**src/rtl/dcache_pkg.sv**
```systemverilog
// dcache_pkg: shared state encoding and address/tag field positions for the dcache controller.
package dcache_pkg;

    localparam int SET_W      = 4;
    localparam int TAG_W      = 23;
    localparam int LINE_W     = 256;
    localparam int WORD_W     = 32;
    localparam int WSEL_W     = 3;
    localparam int TAG_LSB    = 9;
    localparam int IDX_LSB    = 5;
    localparam int WORD_LSB   = 2;
    localparam int VALID_BIT  = 24;
    localparam int DIRTY_BIT  = 23;
    localparam int LADDR_W    = 32 - IDX_LSB;

    typedef enum logic [2:0] {
        IDLE,
        MISS,
        WRITEBACK,
        REFILL,
        REFILL_DONE
    } state_e;

endpackage

```
**src/rtl/dcache_word_merge.sv**
```systemverilog
// dcache_word_merge: selects one 32-bit word of a cache line and builds the line with that word replaced.
module dcache_word_merge
    import dcache_pkg::*;
(
    input  logic [LINE_W-1:0] line_i,
    input  logic [WSEL_W-1:0] sel_i,
    input  logic [WORD_W-1:0] word_i,
    output logic [WORD_W-1:0] word_o,
    output logic [LINE_W-1:0] line_o
);

    assign word_o = line_i[{sel_i, 5'b0} +: WORD_W];

    always_comb begin
        line_o = line_i;
        line_o[{sel_i, 5'b0} +: WORD_W] = word_i;
    end

endmodule

```
**src/rtl/dcache_controller.sv**
```systemverilog
// dcache_controller: write-back, write-allocate control for a 2-way dcache with zero-latency hits.
module dcache_controller
    import dcache_pkg::*;
(
    input  logic               clk_i,
    input  logic               rst_i,
    input  logic               cpu_req_i,
    input  logic               cpu_write_i,
    input  logic [31:0]        cpu_addr_i,
    input  logic [WORD_W-1:0]  cpu_data_i,
    output logic [WORD_W-1:0]  cpu_data_o,
    output logic               cpu_stall_o,
    output logic               sram_enable_o,
    output logic               sram_write_o,
    output logic [SET_W-1:0]   sram_addr_o,
    output logic [TAG_W+1:0]   sram_tag_o,
    output logic [LINE_W-1:0]  sram_data_o,
    input  logic [TAG_W+1:0]   sram_tag_i,
    input  logic [LINE_W-1:0]  sram_data_i,
    input  logic               sram_hit_i,
    output logic               mem_enable_o,
    output logic               mem_write_o,
    output logic [31:0]        mem_addr_o,
    output logic [LINE_W-1:0]  mem_data_o,
    input  logic [LINE_W-1:0]  mem_data_i,
    input  logic               mem_ack_i
);

    state_e               state_q, state_d;
    logic [TAG_W+1:0]     vtag_q, vtag_d;
    logic [LINE_W-1:0]    vdata_q, vdata_d;
    logic [LADDR_W-1:0]   laddr_q, laddr_d;
    logic [WORD_W-1:0]    rd_word;
    logic [LINE_W-1:0]    st_line;
    logic                 unused_addr;

    assign unused_addr   = ^cpu_addr_i[WORD_LSB-1:0];
    assign sram_addr_o   = cpu_addr_i[IDX_LSB +: SET_W];
    assign sram_enable_o = cpu_req_i;

    dcache_word_merge u_merge (
        .line_i (sram_data_i),
        .sel_i  (cpu_addr_i[WORD_LSB +: WSEL_W]),
        .word_i (cpu_data_i),
        .word_o (rd_word),
        .line_o (st_line)
    );

    always_ff @(posedge clk_i) begin
        if (rst_i) begin
            state_q <= IDLE;
            vtag_q  <= '0;
            vdata_q <= '0;
            laddr_q <= '0;
        end else begin
            state_q <= state_d;
            vtag_q  <= vtag_d;
            vdata_q <= vdata_d;
            laddr_q <= laddr_d;
        end
    end

    // The miss line address is latched so the memory side stays stable for the whole miss.
    always_comb begin
        state_d      = state_q;
        vtag_d       = vtag_q;
        vdata_d      = vdata_q;
        laddr_d      = laddr_q;
        cpu_data_o   = '0;
        cpu_stall_o  = cpu_req_i;
        sram_write_o = 1'b0;
        sram_tag_o   = '0;
        sram_data_o  = '0;
        mem_enable_o = 1'b0;
        mem_write_o  = 1'b0;
        mem_addr_o   = '0;
        mem_data_o   = '0;
        case (state_q)
            IDLE: begin
                cpu_stall_o = cpu_req_i && !sram_hit_i;
                if (cpu_req_i && sram_hit_i) begin
                    cpu_data_o   = cpu_write_i ? '0 : rd_word;
                    sram_write_o = cpu_write_i;
                    sram_tag_o   = cpu_write_i ? {2'b11, cpu_addr_i[TAG_LSB +: TAG_W]} : '0;
                    sram_data_o  = cpu_write_i ? st_line : '0;
                end else if (cpu_req_i) begin
                    vtag_d  = sram_tag_i;
                    vdata_d = sram_data_i;
                    laddr_d = cpu_addr_i[31:IDX_LSB];
                    state_d = MISS;
                end
            end
            MISS: state_d = (vtag_q[VALID_BIT] && vtag_q[DIRTY_BIT]) ? WRITEBACK : REFILL;
            WRITEBACK: begin
                mem_enable_o = 1'b1;
                mem_write_o  = 1'b1;
                mem_addr_o   = {vtag_q[TAG_W-1:0], laddr_q[SET_W-1:0], 5'b0};
                mem_data_o   = vdata_q;
                state_d      = mem_ack_i ? REFILL : WRITEBACK;
            end
            REFILL: begin
                mem_enable_o = 1'b1;
                mem_addr_o   = {laddr_q, 5'b0};
                sram_write_o = mem_ack_i;
                sram_data_o  = mem_ack_i ? mem_data_i : '0;
                sram_tag_o   = mem_ack_i ? {2'b10, laddr_q[LADDR_W-1:SET_W]} : '0;
                state_d      = mem_ack_i ? REFILL_DONE : REFILL;
            end
            REFILL_DONE: state_d = IDLE;
            default: state_d = IDLE;
        endcase
    end

endmodule

```
**config.mk**
```make
export PLATFORM = sky130hd
export DESIGN_NAME = dcache_controller
export DESIGN_NICKNAME = d
export VERILOG_FILES = /design/src/rtl/dcache_pkg.sv /design/src/rtl/dcache_word_merge.sv /design/src/rtl/dcache_controller.sv
export SDC_FILE = /design/constraint.sdc
export NUM_CORES = 1
export LEC_CHECK = 0
export CAP_MARGIN = 10
export CORE_AREA = 2 2 469 471
export DETAILED_ROUTE_END_ITERATION = 6
export DIE_AREA = 0 0 471 473
export PLACE_DENSITY_LB_ADDON = 0.12
export SETUP_SLACK_MARGIN = 0.1
export SKIP_LAST_GASP = 1
export SLEW_MARGIN = 10
export SYNTH_ARGS = -nofsm -noshare
export SYNTH_HDL_FRONTEND = slang
export SYNTH_HIERARCHICAL = 1
export SYNTH_SLANG_ARGS = --single-unit
```
**constraint.sdc**
```tcl
create_clock -name clk_i -period 3.9 [get_ports clk_i]
set_input_delay 0.39 -clock clk_i [delete_from_list [all_inputs] [get_ports clk_i]]
set_output_delay 0.39 -clock clk_i [all_outputs]
set_load 0.01 [all_outputs]
```
==> run metrics <==
final setup fails 0; Pwr Density 293 nW/um2; Netlist cell types 37; DR WL/cell 34.7 um; postcts setup bufs 0; sequential share of the synthesized area 0.252; clk slew on worst S/H paths 0.06 ns; Syn-to-layout area delta 73.0%; TritonRoute pass-1 iters 5; Hold/Removal Path Class in -> reg; worst skew pair latency 0.67 ns; Slew @ Worst Pin 1.12 ns; Seq cells post-synth between 300 and 400; total congestion overflow 0; I/O Buffers 1209; switch share 0.353; RSZ-0062 raised after global routing false; H-tree Lvls 2; CTS tree built; Core Region 218000 um2; DR iter-0 viols 1534; routability cong. between 0.8 and 0.9; startpoint types flop; Tmin final 3.67 ns; Fin. Hold Viols 0; Final ANT Viol Nets 0; Num Clock Sinks around 310; period utilization 0.941; VDD IR max roughly 280 uV; Mapped Area 24700 um2; switching power roughly 4.4 mW; initial antenna violation count 98; Initial Utilization 0.113; fraction of layout instances using a drive strength above 1 0.176; Max transition margin 0.248; vias in the first global route 26980; via count around 26000; height of the die 473 um; crit path kind reg -> out; Worst Path Arrival 3.28 ns; Detailed Place HPWL 195 mm; CTS resizes 1; status finished, final reports clean; I/O pins about 1200; TritonCTS buffer count 52; Gate Count Post-Synth 2682; largest net degree at the start of global routing 118; Ys Warns 6; Die X ~470 um; Final #Nets between 4000 and 5000; CTS root buffer clkbuf_16; Max-cap violations 0; internal power a little over 8 mW; fin. max-slew vios 0; setup TNS 0 ns; Comb power frac 0.335; DIE AREA 223000 um2; final WL 236 mm; Avg Cell Area, Syn 9.22 um2; Avg Vias per Cell 3.82; Leak 15.3 nW; Row Count between 150 and 200; Seq pwr share 0.281; fmax 0.273 GHz; CTS Buffer Depth 3; CP endpoint kind output port; clock power share 0.384; gr usage total 0.203; Placed Cells about 6700; DRC 0; first-pass GRT wire length 296 mm; Non-Filler Instances between 6000 and 7000; Worst Path Max Fanout 27; Clock Skew 0.0220 ns; Worst Path Required 3.51 ns; Hold-fix buffers, CTS 0
==> state kept, by name (all words and copies together) (netlist names) <==
| register | flops |
|---|---|
| vdata_q | 256 |
| laddr_q | 27 |
| vtag_q | 25 |
| state_q | 3 |
==> Yosys cell counts <==
cell type / number / share of area
and3_1: 34 / 0.0086
inv_1: 4 / 0.00061
o2111ai_1: 1 / 0.00035
buf_2: 107 / 0.022
buf_4: 30 / 0.0091
conb_1: 1 / 0.00015
nand3b_1: 2 / 0.00061
nor4b_4: 1 / 0.00096
and3b_1: 1 / 0.00035
nand2_1: 99 / 0.015
dfxtp_1: 311 / 0.25
nor3b_2: 3 / 0.0015
xnor2_1: 1 / 0.00035
nor3_4: 1 / 0.00066
nor3_1: 1 / 0.00020
mux2i_1: 332 / 0.13
nand3_2: 1 / 0.00040
nor3b_1: 3 / 0.00091
nand3_1: 1 / 0.00020
a2111oi_0: 1 / 0.00035
mux4_2: 64 / 0.058
nor2_1: 26 / 0.0039
nor4_1: 1 / 0.00025
a22o_1: 279 / 0.099
buf_6: 10 / 0.0046
ha_1: 6 / 0.0030
o311ai_2: 1 / 0.00066
clkbuf_1: 122 / 0.019
buf_1: 3 / 0.00046
o21ai_0: 2 / 0.00040
mux2_2: 254 / 0.12
and2_1: 355 / 0.090
nand2b_1: 618 / 0.16
inv_2: 1 / 0.00015
or2_1: 1 / 0.00025
nor2b_1: 3 / 0.00076
a211oi_1: 1 / 0.00030
==> worst max-delay path, stage by stage (launching register included) <==
cell	delay, ns
dfxtp_1	0.50
nand2b_2	0.19
inv_2	0.16
and3_4	0.32
buf_12	0.26
buf_12	0.22
a22o_1	0.29
clkdlybuf4s50_1	0.59
==> layer usage <==
layer / vias to the layer above / wire length (um) / GRT usage
met5: - / 252 / 0
met4: 38 / 6920 / 0.0631
met1: 12844 / 97700 / 0.242
met3: 219 / 19500 / 0.0713
li1: 11675 / - / -
met2: 1153 / 112000 / 0.340
==> power by group through the flow <==
| stage | sequential, mW | clock [mW] | combinational [mW] |
|---|---|---|---|
| final | 3.52 | 4.82 | 4.20 |
| after global placement | 3.58 | 0 | 4.32 |
| after detailed placement | 3.58 | 0 | 4.32 |
| after floorplan | 3.54 | 0 | 1.68 |
| after CTS | 3.52 | 5.08 | 4.34 |
| after global routing | 3.54 | 5.12 | 4.45 |
==> stage by stage <==
stage	worst slack [ns]	instance area [um2]	hold WS (ns)	total power, mW	util
6_report	0.232	42800	0.304	12.5	0.196
5_1_grt	0.105	42700	0.255	13.1	0.196
4_1_cts	0.135	42700	0.216	12.9	0.196
3_5_place_dp	0.267	41000	0.457	7.90	0.188
3_3_place_gp	0.264	41000	0.454	7.90	0.188
2_1_floorplan	0.816	24800	0.444	5.22	-
==> final cells by class <==
type	count	area [um2]
flip-flops and latches	311	6230
clock inverters	12	100
fillers	24217	175000
diodes	37	92.6
multi-input cells	2098	17300
inverters	5	18.8
well taps	2871	3590
repair buffers	1380	13900
clock buffers	81	1560
==> cells in the final DEF (no fill, tap or decap), types with 3 or more instances in the layout <==
cell type,netlist,layout
clkdlybuf4s50_1,0,1110
nand2b_1,618,617
and2_1,355,355
mux2i_1,332,332
dfxtp_1,311,310
a22o_1,279,279
mux2_2,254,254
buf_4,30,203
nand2_1,99,99
mux4_2,64,64
buf_12,0,63
clkbuf_16,0,53
diode_2,0,37
and3_1,34,32
nor2_1,26,25
clkbuf_1,122,15
clkbuf_8,0,13
clkinv_2,0,6
ha_1,6,6
conb_1,1,5
inv_1,4,4
clkinvlp_4,0,3
nor3b_4,0,3
==> cell families after synthesis <==
group,Yosys count,share of synthesized area
AND/OR/NAND/NOR,1151,0.281
multiplexers,650,0.308
flip-flops,311,0.252
AO/OA/AOI/OAI,285,0.101
buffers and inverters,277,0.0550
adder cells (fa/ha/maj),6,0.00303
other,1,0.000152
XOR/XNOR,1,0.000354
==> path summary, 6_finish.rpt <==
kind             startpoint  depth (start not counted)               to  slack (ns)
max              state_q[1]                          7  sram_data_o[66]        0.23
min          sram_tag_i[15]                          3       vtag_q[15]        0.30
max reg2reg      state_q[0]                          5      vdata_q[73]        1.35
min reg2reg    vdata_q[204]                          2     vdata_q[204]        0.47
No activity file was read; power rests on OpenSTA's default activity.
